==> src/rtl/vector_spi_loader.sv <==
// Write-only SPI (mode 0) receiver for a 6-vector view-state frame. A complete frame is staged
// on new_* and write_new_position is held high until the renderer's frame tick consumes it.
module vector_spi_loader #(
  parameter int unsigned QMN        = 24,
  parameter int unsigned NVEC       = 6,
  parameter int unsigned SYNC_DEPTH = 2
) (
  input  logic           clk,
  input  logic           reset_n,
  input  logic           tick,
  input  logic           spi_sclk,
  input  logic           spi_mosi,
  input  logic           spi_csb,
  output logic           write_new_position,
  output logic [QMN-1:0] new_playerX,
  output logic [QMN-1:0] new_playerY,
  output logic [QMN-1:0] new_facingX,
  output logic [QMN-1:0] new_facingY,
  output logic [QMN-1:0] new_vplaneX,
  output logic [QMN-1:0] new_vplaneY,
  output logic           frame_error,
  output logic           busy
);

  localparam int unsigned FRAME_BITS = QMN * NVEC;
  localparam int unsigned CW         = $clog2(FRAME_BITS + 2);

  typedef enum logic [1:0] {IDLE, SHIFT, COMMIT, DROP} state_e;

  state_e                  state_q, state_d;
  logic [SYNC_DEPTH-1:0]   sclk_sync_q, sclk_sync_d;
  logic [SYNC_DEPTH-1:0]   mosi_sync_q, mosi_sync_d;
  logic [SYNC_DEPTH-1:0]   csb_sync_q, csb_sync_d;
  logic                    sclk_prev_q, sclk_prev_d;
  logic                    csb_prev_q, csb_prev_d;
  logic                    armed_q, armed_d;
  logic [CW-1:0]           cnt_q, cnt_d;
  logic [FRAME_BITS-1:0]   shift_q, shift_d;
  logic [FRAME_BITS-1:0]   stage_q, stage_d;
  logic                    pending_q, pending_d;

  logic sclk_s, mosi_s, csb_s;
  logic sclk_rise, csb_rise, csb_fall;

  assign sclk_s    = sclk_sync_q[SYNC_DEPTH-1];
  assign mosi_s    = mosi_sync_q[SYNC_DEPTH-1];
  assign csb_s     = csb_sync_q[SYNC_DEPTH-1];
  assign sclk_rise = sclk_s & ~sclk_prev_q;
  assign csb_rise  = csb_s & ~csb_prev_q;
  assign csb_fall  = ~csb_s & csb_prev_q;

  always_comb begin
    sclk_sync_d = {sclk_sync_q[SYNC_DEPTH-2:0], spi_sclk};
    mosi_sync_d = {mosi_sync_q[SYNC_DEPTH-2:0], spi_mosi};
    csb_sync_d  = {csb_sync_q[SYNC_DEPTH-2:0], spi_csb};
    sclk_prev_d = sclk_s;
    csb_prev_d  = csb_s;
    // Synchronisers reset low so a frame already running at reset release never arms the loader.
    armed_d     = armed_q | csb_s;
  end

  always_comb begin
    state_d   = state_q;
    cnt_d     = cnt_q;
    shift_d   = shift_q;
    stage_d   = stage_q;
    pending_d = pending_q;
    if (tick && pending_q) pending_d = 1'b0;
    unique case (state_q)
      IDLE: begin
        if (csb_fall && armed_q) begin
          state_d = SHIFT;
          cnt_d   = '0;
          shift_d = '0;
        end
      end
      SHIFT: begin
        if (csb_rise) begin
          state_d = (cnt_q == CW'(FRAME_BITS)) ? COMMIT : DROP;
        end else if (sclk_rise) begin
          shift_d = {shift_q[FRAME_BITS-2:0], mosi_s};
          if (cnt_q != CW'(FRAME_BITS + 1)) cnt_d = cnt_q + CW'(1);
        end
      end
      COMMIT: begin
        // A commit coinciding with a tick re-arms pending for the freshly staged frame.
        stage_d   = shift_q;
        pending_d = 1'b1;
        state_d   = IDLE;
      end
      DROP:    state_d = IDLE;
      default: state_d = IDLE;
    endcase
  end

  always_ff @(posedge clk) begin
    if (!reset_n) begin
      state_q     <= IDLE;
      sclk_sync_q <= '0;
      mosi_sync_q <= '0;
      csb_sync_q  <= '0;
      sclk_prev_q <= 1'b0;
      csb_prev_q  <= 1'b0;
      armed_q     <= 1'b0;
      cnt_q       <= '0;
      shift_q     <= '0;
      stage_q     <= '0;
      pending_q   <= 1'b0;
    end else begin
      state_q     <= state_d;
      sclk_sync_q <= sclk_sync_d;
      mosi_sync_q <= mosi_sync_d;
      csb_sync_q  <= csb_sync_d;
      sclk_prev_q <= sclk_prev_d;
      csb_prev_q  <= csb_prev_d;
      armed_q     <= armed_d;
      cnt_q       <= cnt_d;
      shift_q     <= shift_d;
      stage_q     <= stage_d;
      pending_q   <= pending_d;
    end
  end

  assign write_new_position = pending_q;
  assign frame_error        = (state_q == DROP);
  assign busy               = (state_q == SHIFT);
  assign new_playerX        = stage_q[5*QMN +: QMN];
  assign new_playerY        = stage_q[4*QMN +: QMN];
  assign new_facingX        = stage_q[3*QMN +: QMN];
  assign new_facingY        = stage_q[2*QMN +: QMN];
  assign new_vplaneX        = stage_q[1*QMN +: QMN];
  assign new_vplaneY        = stage_q[0 +: QMN];

endmodule

==> config.mk <==
export PLATFORM = sky130hd
export DESIGN_NAME = vector_spi_loader
export DESIGN_NICKNAME = d
export VERILOG_FILES = /design/src/rtl/vector_spi_loader.sv
export SDC_FILE = /design/constraint.sdc
export NUM_CORES = 1
export LEC_CHECK = 0
export ABC_AREA = 1
export CORE_MARGIN = 2
export CORE_UTILIZATION = 58
export CTS_CLUSTER_DIAMETER = 40
export DETAILED_ROUTE_END_ITERATION = 16
export PLACE_DENSITY = 0.84
export RECOVER_POWER = 50
export SLEW_MARGIN = 30
export SYNTH_ARGS = -nofsm -noshare
export SYNTH_HDL_FRONTEND = slang
export SYNTH_SLANG_ARGS = --single-unit
==> constraint.sdc <==
create_clock -name clk -period 4.1 [get_ports clk]
set_clock_uncertainty 0.05 [all_clocks]
set_input_delay 0.615 -clock clk [delete_from_list [all_inputs] [get_ports clk]]
set_output_delay 0.615 -clock clk [all_outputs]
set_load 0.02 [all_outputs]
==> reports/results.ini, run 1 <==
[synth]
synth_edf_count=0
synth_seq_cells=308
synth_top_cell_area_share_pct=55.30
yosysMostFrequentCell=nor2_1
ys_types=23
syn_area_um2=11150
syn_area_per_cell_um2=7.959
ys_top_cells_by_area=dfxtp_1 55%, nor2_1 10%, nand2_1 9.9%
synth_fp_nets=1410
synth_common_cells=310 x nor2_1, 308 x dfxtp_1, 295 x nand2_1
netlist_instances=1401
yosysWarnings=0
synth-main-ff-cell=dfxtp_1
synthArstFlopShare_pct=0
seq_area_frac_synth_pct=55.30
synth_largest_area_cell=dfxtp_1

[sta]
max_freq_ghz=0.3437
worst_slack_ns=1.191
rsz0062_at_grt=false
final.setup.tns_ns=0
fin_crit_sh_pct=70.96
slew_headroom_pct=-17.20
drv_slew=104
setup_violations=0
min_period_ns=2.909
worst_pin_slew_ns=1.758
final_hold_viol_count=0

[drt]
drt_iter0_markers=658
highest_layer=met4
vias=9310
dr_wl_met3_mm=1.339
routed-wl-met2_mm=11.11
firstDrtPassIters=5
drt-total-wl_mm=23.87
wl_per_cell_um=13.52
ant_nets=0
drcViolationCount=0
met1Wirelength_mm=11.04
vias_per_cell=5.275

[setup_path]
cp.required_ns=3.43
crit_end=busy
startpoint_type=flip-flop
worstPathMaxFanout=8
crit_arrival_ns=2.24
path_class=flip-flop to primary output
r2r_start=state_q[0]
r2r_end=shift_q[109]
startpoint=state_q[0]
critPathCaptureType=primary output
reg2reg_slack_ns=1.24
rr_worst_depth=9

[global_routing]
overflow=0
grt_pass1_vias=8721
antenna_found_initial=0
grt_pass1_wl_mm=40.49
grt_max_degree=142
grtUsageTotal_pct=23.50

[placed_design]
dp_hpwl_mm=13.39
portBuffers=152
place_ws_ns=1.693
gp_congestion=0.7776

[finish]
insertedDiodeCount=0
drive_above_1_share_pct=9.993
synthToLayoutAreaGrowth_pct=23.77
fin_nets=1515

[clocking]
holdBufCountCts=0
cts.htree.levels=2
cts_setup_buffers=0
clock_sink_count=308
clk_pin_slew_worst_paths_ns=0.06
ctsResizeCount=0
cts-root-buf=clkbuf_16
cts_tree=yes
worstSkewPairLatency_ns=0.49
ctsLongestPathBuffers=3
cts_buffers=36

[die]
dieArea_um2=20350
core_um2=18770
row_count=50
ios=153
die_w_um=142.7
die_h_um=142.7
start_util_pct=59.41

[run]
maxCapViolCount=1

[power_and_ir_drop]
peakVddDrop_mv=0.4985
p_per_area_nw_per_um2=484.8
leakagePower_nw=6.011

[run_status]
violations=max-capacitance violations, max-slew violations
status=finished, violations left

[min_path]
min_path_type=flip-flop to flip-flop
hold_depth=2

logic make-up (layout without fill, tap and decap cells):
logic type | count (synthesis) | after routing | synth area share (%)
AOI/OAI and AO/OA | 295 | 295 | 14.59
adders and majority gates | 3 | 3 | 0.3367
buffers and inverters | 126 | 256 | 5.678
DFF | 308 | 308 | 55.30
and+or+nand+nor | 669 | 669 | 24.10
through the flow:
stage / power, mW / hold WS [ns] / instances / area, µm² / utilization [%]
5_1_grt: 6.907 / 0.3890 / 1765 / 13800 / 73.53
2_1_floorplan: 3.300 / 0.3405 / 1401 / 11150 / -
3_5_place_dp: 3.362 / 0.3487 / 1702 / 12550 / 66.89
4_1_cts: 6.758 / 0.3570 / 1765 / 13840 / 73.73
6_report: 6.691 / 0.3544 / 1765 / 13800 / 73.53
3_3_place_gp: 3.357 / 0.3433 / 1702 / 12550 / 66.88
worst max-delay path, cell delays in order, from the launching register on:
cell,delay [ns]
dfxtp_1,0.46
clkinv_1,0.11
nor2_1,0.46
clkdlybuf4s50_1,0.72
cells in the final DEF (no fill, tap or decap):
master	n
dlygate4sd3_1	122
inv_6	2
clkinv_1	1
clkinv_2	3
clkinvlp_4	3
clkbuf_2	1
nor2_4	1
buf_12	2
a21oi_2	40
nor2_1	313
inv_4	2
bufinv_16	8
nand2_1	296
o21ai_1	1
clkinv_4	1
clkbuf_8	2
inv_8	1
buf_4	6
clkdlybuf4s50_1	29
dfxtp_1	308
o21ai_0	144
buf_6	1
nand3_1	12
nand2_2	43
clkbuf_16	37
ha_1	3
nand4_1	2
a21oi_1	110
nor3_1	2
inv_1	28
clkbuf_1	7
sequential cells by signal, summed over array words and instances, names as in the netlist:
signal,cells
armed_q,1
cnt_q,8
csb_prev_q,1
csb_sync_q,2
mosi_sync_q,2
sclk_prev_q,1
sclk_sync_q,2
shift_q,144
stage_q,144
state_q,2
write_new_position,1
power breakdown:
| group | switching [mW] | internal [mW] | total (mW) |
|---|---|---|---|
| Clock | 1.20 | 2.20 | 3.40 |
| Combinational | 0.185 | 0.0668 | 0.252 |
| Sequential | 0.0170 | 3.02 | 3.04 |
| Total | 1.41 | 5.29 | 6.69 |
layer usage:
| layer | global-route usage [%] | vias to the layer above |
|---|---|---|
| met1 | 31.13 | 4359 |
| met2 | 40.16 | 258 |
| li1 | - | 4659 |
| met5 | 0 | - |
| met3 | 3.789 | 34 |
| met4 | 6.201 | 0 |
layout make-up:
type                            instances  area [µm²]
Clock inverter                         17       304.0
Sequential cell                       308        6166
Clock buffer                           46       979.7
Multi-Input combinational cell        967        4313
Inverter                               32       132.6
Fill cell                            1400        4967
Timing Repair Buffer                  161        1613
Tap cell                              234       292.8
worst min path at each step:
stage                   start             end  slack (ns)
2_1_floorplan   csb_sync_q[0]   csb_sync_q[1]        0.34
3_3_place_gp    csb_sync_q[0]   csb_sync_q[1]        0.34
3_5_place_dp   mosi_sync_q[0]  mosi_sync_q[1]        0.35
4_1_cts        mosi_sync_q[0]  mosi_sync_q[1]        0.36
5_1_grt        sclk_sync_q[0]  sclk_sync_q[1]        0.39
6_report       mosi_sync_q[0]  mosi_sync_q[1]        0.35
No activity file was read; power rests on OpenSTA's default activity.
==> run 2, diff against run 1 <==
CORE_UTILIZATION = 54   (was 58)
PLACE_DENSITY = 0.79   (was 0.84)
clock period = 2.8 ns   (was 4.1 ns; I/O delays follow)
==> reports/results.ini, run 2 (synthesized netlist as in run 1, its figures left out) <==
[global_routing]
grt_max_degree=159  ; +12%
grtUsageTotal_pct=22.01  ; -1.5 points
antenna_found_initial=0  ; unchanged
grt_pass1_wl_mm=40.85  ; +0.89%
grt_pass1_vias=8647  ; -0.85%
overflow=0  ; unchanged

[setup_path]
cp.required_ns=2.33  ; -1.10 ns
worstPathMaxFanout=8  ; unchanged
path_class=flip-flop to primary output
rr_worst_depth=9  ; unchanged
startpoint_type=flip-flop
crit_arrival_ns=1.96  ; -0.28 ns
cp_slowest_stage_delay_ns=0.67  ; -0.05 ns
path_cells=inv_1 > nor2_8 > clkdlybuf4s50_1
critPathCaptureType=primary output
slowest_stage=clkdlybuf4s50_1

[drt]
vias=9273  ; -0.40%
drt-total-wl_mm=24.16  ; +1.2%
firstDrtPassIters=5  ; unchanged
drcViolationCount=0  ; unchanged
ant_nets=0  ; unchanged
vias_per_cell=5.129  ; -2.8%
wl_per_cell_um=13.36  ; -1.2%
drt_iter0_markers=606  ; -7.9%

[finish]
insertedDiodeCount=0  ; unchanged
largest_registers=shift_q (144), stage_q (144), cnt_q (8)
drive_above_1_share_pct=10.53  ; +0.54 points
final_area_um2=13990  ; +1.4%
synthToLayoutAreaGrowth_pct=25.51
layout_common_cells=311 x nor2_1, 308 x dfxtp_1, 296 x nand2_1
final_common_cell=nor2_1
num-fill-cells=1619  ; +16%
fin_nets=1518  ; +0.20%

[placed_design]
placed_area_um2=12700  ; +1.2%
dp_hpwl_mm=13.60  ; +1.6%
gp_congestion=0.7931  ; +2.0%
portBuffers=152  ; unchanged
place_ws_ns=0.8270  ; -0.8658 ns

[power_and_ir_drop]
p_per_area_nw_per_um2=709.1  ; +46%
swShare_pct=21.68  ; +0.68 points
leakagePower_nw=5.913  ; -1.6%
pwr-share-comb_pct=3.9  ; about the same
power_frac_clock_pct=51.3  ; +0.4 points
seqPwrFrac_pct=44.8  ; -0.6 points
p_total_mw=9.924  ; +48%
switching_power_mw=2.152  ; +53%
internal_power_mw=7.772  ; +47%
peakVddDrop_mv=0.4228  ; -15%

[clocking]
cts-root-buf=clkbuf_16
worstSkewPairLatency_ns=0.50  ; about the same
clk_pin_slew_worst_paths_ns=0.06  ; about the same
ctsLongestPathBuffers=3  ; unchanged
cts_tree=yes
clock_sink_count=308  ; unchanged
cts_setup_buffers=0  ; unchanged
holdBufCountCts=0  ; unchanged
ctsResizeCount=0  ; unchanged
cts.htree.levels=2  ; unchanged
cts_buffers=37  ; +2.8%

[min_path]
min_path_type=flip-flop to flip-flop
hold_depth=2  ; unchanged

[sta]
slew_headroom_pct=1.563  ; +19 points
worst_pin_slew_ns=1.477  ; -0.2814 ns
final_hold_viol_count=0  ; unchanged
setup_violations=0  ; unchanged
min_period_ns=2.429
worst_slack_ns=0.3710  ; -0.8197 ns
rsz0062_at_grt=false
final.setup.tns_ns=0  ; unchanged
fin_crit_sh_pct=86.75
max_freq_ghz=0.4117
drv_slew=0  ; -100%

[die]
die_w_um=147.7  ; +3.5%
start_util_pct=55.11  ; -4.3 points
dieArea_um2=21820  ; +7.2%
row_count=52  ; +4.0%
die_h_um=147.7  ; +3.5%
ios=153  ; unchanged
core_um2=20230  ; +7.8%

[run_status]
status=finished clean

[run]
maxCapViolCount=0  ; -1

==> run 2: final timing paths <==
path | from | endpoint | slack (ns)
worst max register to register | state_q[0] | shift_q[6] | 0.43
worst min register to register | mosi_sync_q[0] | mosi_sync_q[1] | 0.37
worst min-delay path | mosi_sync_q[0] | mosi_sync_q[1] | 0.37
worst max-delay path | state_q[0] | busy | 0.37
==> run 2: area by class of cell <==
class / instances / area (µm²) / share of cell area (%)
Timing Repair Buffer: 163 / 1685 / 12.04
Tap cell: 270 / 337.8 / 2.414
Inverter: 32 / 127.6 / 0.9119
Clock inverter: 18 / 279.0 / 1.994
Multi-Input combinational cell: 967 / 4342 / 31.02
Sequential cell: 308 / 6166 / 44.06
Clock buffer: 50 / 1057 / 7.555
==> run 2: stage by stage <==
| stage | utilization, % | instances | hold WS (ns) |
|---|---|---|---|
| 2_1_floorplan | - | 1401 | 0.3405 |
| 3_3_place_gp | 62.76 | 1740 | 0.3463 |
| 3_5_place_dp | 62.76 | 1740 | 0.3532 |
| 4_1_cts | 69.37 | 1808 | 0.3505 |
| 5_1_grt | 69.16 | 1808 | 0.3869 |
| 6_report | 69.16 | 1808 | 0.3697 |
==> run 2: per-layer routing <==
| metal | track usage [%] | vias up | wire [µm] |
|---|---|---|---|
| met5 | 0 | - | 0 |
| met4 | 6.250 | 0 | 333 |
| met3 | 3.519 | 30 | 1233 |
| met2 | 36.30 | 256 | 11240 |
| met1 | 30.13 | 4316 | 11350 |
| li1 | - | 4671 | - |
==> run 2: power by group through the flow <==
stage | Combinational [mW] | Sequential, mW | Clock, mW
floorplan | 0.269 | 4.56 | 0
global placement | 0.396 | 4.54 | 0
detailed placement | 0.400 | 4.54 | 0
CTS | 0.401 | 4.45 | 5.18
global route | 0.423 | 4.45 | 5.38
finish | 0.382 | 4.45 | 5.10
==> run 2: critical path: cells and delay by family (launching register included) <==
| family | cells | cell delay (ns) |
|---|---|---|
| buf+inv | 2 | 0.82 |
| flops | 1 | 0.48 |
| simple gates | 1 | 0.15 |
==> run 3, diff against run 2 <==
CORE_UTILIZATION = 56   (was 54)
CTS_BUF_LIST = sky130_fd_sc_hd__clkbuf_2 sky130_fd_sc_hd__clkbuf_4 sky130_fd_sc_hd__clkbuf_8   (was default)
PLACE_DENSITY = 0.81   (was 0.79)
==> reports/results.ini, run 3 (synthesized netlist as in run 1, its figures left out) <==
[drt]
drt_iter0_markers=557  ; -8.1%
vias=9267  ; -0.065%
vias_per_cell=5.100  ; -0.56%
ant_nets=0  ; unchanged
drcViolationCount=0  ; unchanged
drt-total-wl_mm=23.85  ; -1.3%
firstDrtPassIters=5  ; unchanged
wl_per_cell_um=13.12  ; -1.8%

[finish]
synthToLayoutAreaGrowth_pct=21.79
drive_above_1_share_pct=11.08  ; +0.55 points
final_common_cell=nor2_1
layout_common_cells=310 x nor2_1, 308 x dfxtp_1, 295 x nand2_1
multi_input_area_um2=4294  ; -1.1%
post-route-util_pct=69.55  ; +0.39 points
largest_registers=shift_q (144), stage_q (144), cnt_q (8)
num-fill-cells=1647  ; +1.7%
regArea_um2=6166  ; unchanged
fin_nets=1530  ; +0.79%
fin_cells=1817  ; +0.50%
insertedDiodeCount=0  ; unchanged

[die]
start_util_pct=57.11  ; +2.0 points
die_w_um=145.1  ; -1.8%
core_um2=19530  ; -3.5%
ios=153  ; unchanged
die_h_um=145.1  ; -1.8%
row_count=51  ; -1.9%
dieArea_um2=21060  ; -3.5%

[placed_design]
place_ws_ns=0.7931  ; -0.03391 ns
gp_congestion=0.8081  ; +1.9%
dp_hpwl_mm=13.67  ; +0.50%
placedCellCount=1737  ; -0.17%
portBuffers=152  ; unchanged

[clocking]
ctsResizeCount=0  ; unchanged
clk_pin_slew_worst_paths_ns=0.06  ; about the same
cts.htree.levels=2  ; unchanged
worstSkewPairLatency_ns=0.54  ; +0.04 ns
holdBufCountCts=0  ; unchanged
cts_setup_buffers=0  ; unchanged
cts-root-buf=clkbuf_8
ctsLongestPathBuffers=3  ; unchanged
cts_tree=yes
clock_sink_count=308  ; unchanged
cts_buffers=47  ; +27%

[setup_path]
slowest_stage=clkdlybuf4s50_1
worstPathMaxFanout=8  ; unchanged
critPathCaptureType=primary output
path_class=flip-flop to primary output
crit_buf_inv=2  ; unchanged
crit_arrival_ns=1.93  ; -0.03 ns
crit_family=buffers and inverters
path_cells=inv_2 > nor2_8 > clkdlybuf4s50_1
cp.required_ns=2.33  ; about the same
cp_slowest_stage_delay_ns=0.67  ; about the same
startpoint_type=flip-flop

[sta]
drv_slew=53  ; +53
min_period_ns=2.405  ; -0.02427 ns
worst_pin_slew_ns=1.511  ; +0.03468 ns
worst_slack_ns=0.3953  ; +0.02427 ns
rsz0062_at_grt=false
final.setup.tns_ns=0  ; unchanged
slew_headroom_pct=-0.7493  ; -2.3 points
max_freq_ghz=0.4159  ; +1.0%
fin_crit_sh_pct=85.88  ; -0.87 points
final_hold_viol_count=0  ; unchanged
setup_violations=0  ; unchanged

[run_status]
status=finished, violations left
violations=max-slew violations

[global_routing]
grt_pass1_wl_mm=40.47  ; -0.93%
antenna_found_initial=0  ; unchanged
grt_pass1_vias=8781  ; +1.5%
grt_max_degree=159  ; unchanged
grtUsageTotal_pct=22.16  ; +0.15 points
overflow=0  ; unchanged

[power_and_ir_drop]
leakagePower_nw=5.586  ; -5.5%
p_per_area_nw_per_um2=631.7  ; -11%
p_total_mw=8.579  ; -14%
peakVddDrop_mv=0.3432  ; -19%

[run]
maxCapViolCount=0  ; unchanged

[min_path]
min_path_type=flip-flop to flip-flop

## run 3: cell types whose count changed in the layout (fill, tap and decap cells not counted), sizes merged
cell,previous run,this run
bufinv,6,0
clkinv,6,1
inv,36,31
dlygate4sd3,79,23
clkdlybuf4s50,72,128
clkbuf,53,83
## run 3: where the power goes
group	internal, mW	total, mW	switching, mW
combinational	0.113	0.387	0.274
clock	2.16	3.74	1.58
sequential	4.42	4.45	0.0261
total	6.69	8.58	1.88
## run 3: worst reg2reg max path, cell delays in order, from the launching register on
cell and delay [ns]:
dfxtp_1 0.49, inv_2 0.11, nor2_8 0.13, nand2_1 0.10
nand2_2 0.08, nor2_4 0.07, inv_4 0.33, buf_12 0.31
nand2_1 0.11, a21oi_1 0.15
## run 3: final cells by class
cell class | instances | area share [%]
clock inverter | 2 | 0.09213
timing repair buffer | 165 | 12.37
multi-input combinational | 967 | 31.62
sequential | 308 | 45.40
clock buffer | 78 | 7.122
tap | 265 | 2.442
inverter | 32 | 0.9490
## run 3: final timing paths
kind	from	end	slack (ns)	depth (start not counted)
setup / recovery	state_q[0]	busy	0.40	3
hold / removal	mosi_sync_q[0]	mosi_sync_q[1]	0.36	2
setup reg to reg	state_q[0]	shift_q[15]	0.75	9
hold reg to reg	mosi_sync_q[0]	mosi_sync_q[1]	0.36	2
## run 3: metal layers
layer  vias up  wire (µm)  track usage (%)
li1       4698          -                -
met1      4296      10920            28.59
met2       243      11260            38.14
met3        30       1377            4.780
met4         0        294            5.294
met5         -          0                0
## run 3: per-stage QoR
step / hold slack (ns) / cell area (µm²)
floorplan: 0.3405 / 11150
global placement: 0.3493 / 12700
detailed placement: 0.3506 / 12700
CTS: 0.2975 / 13680
global route: 0.3642 / 13580
finish: 0.3598 / 13580
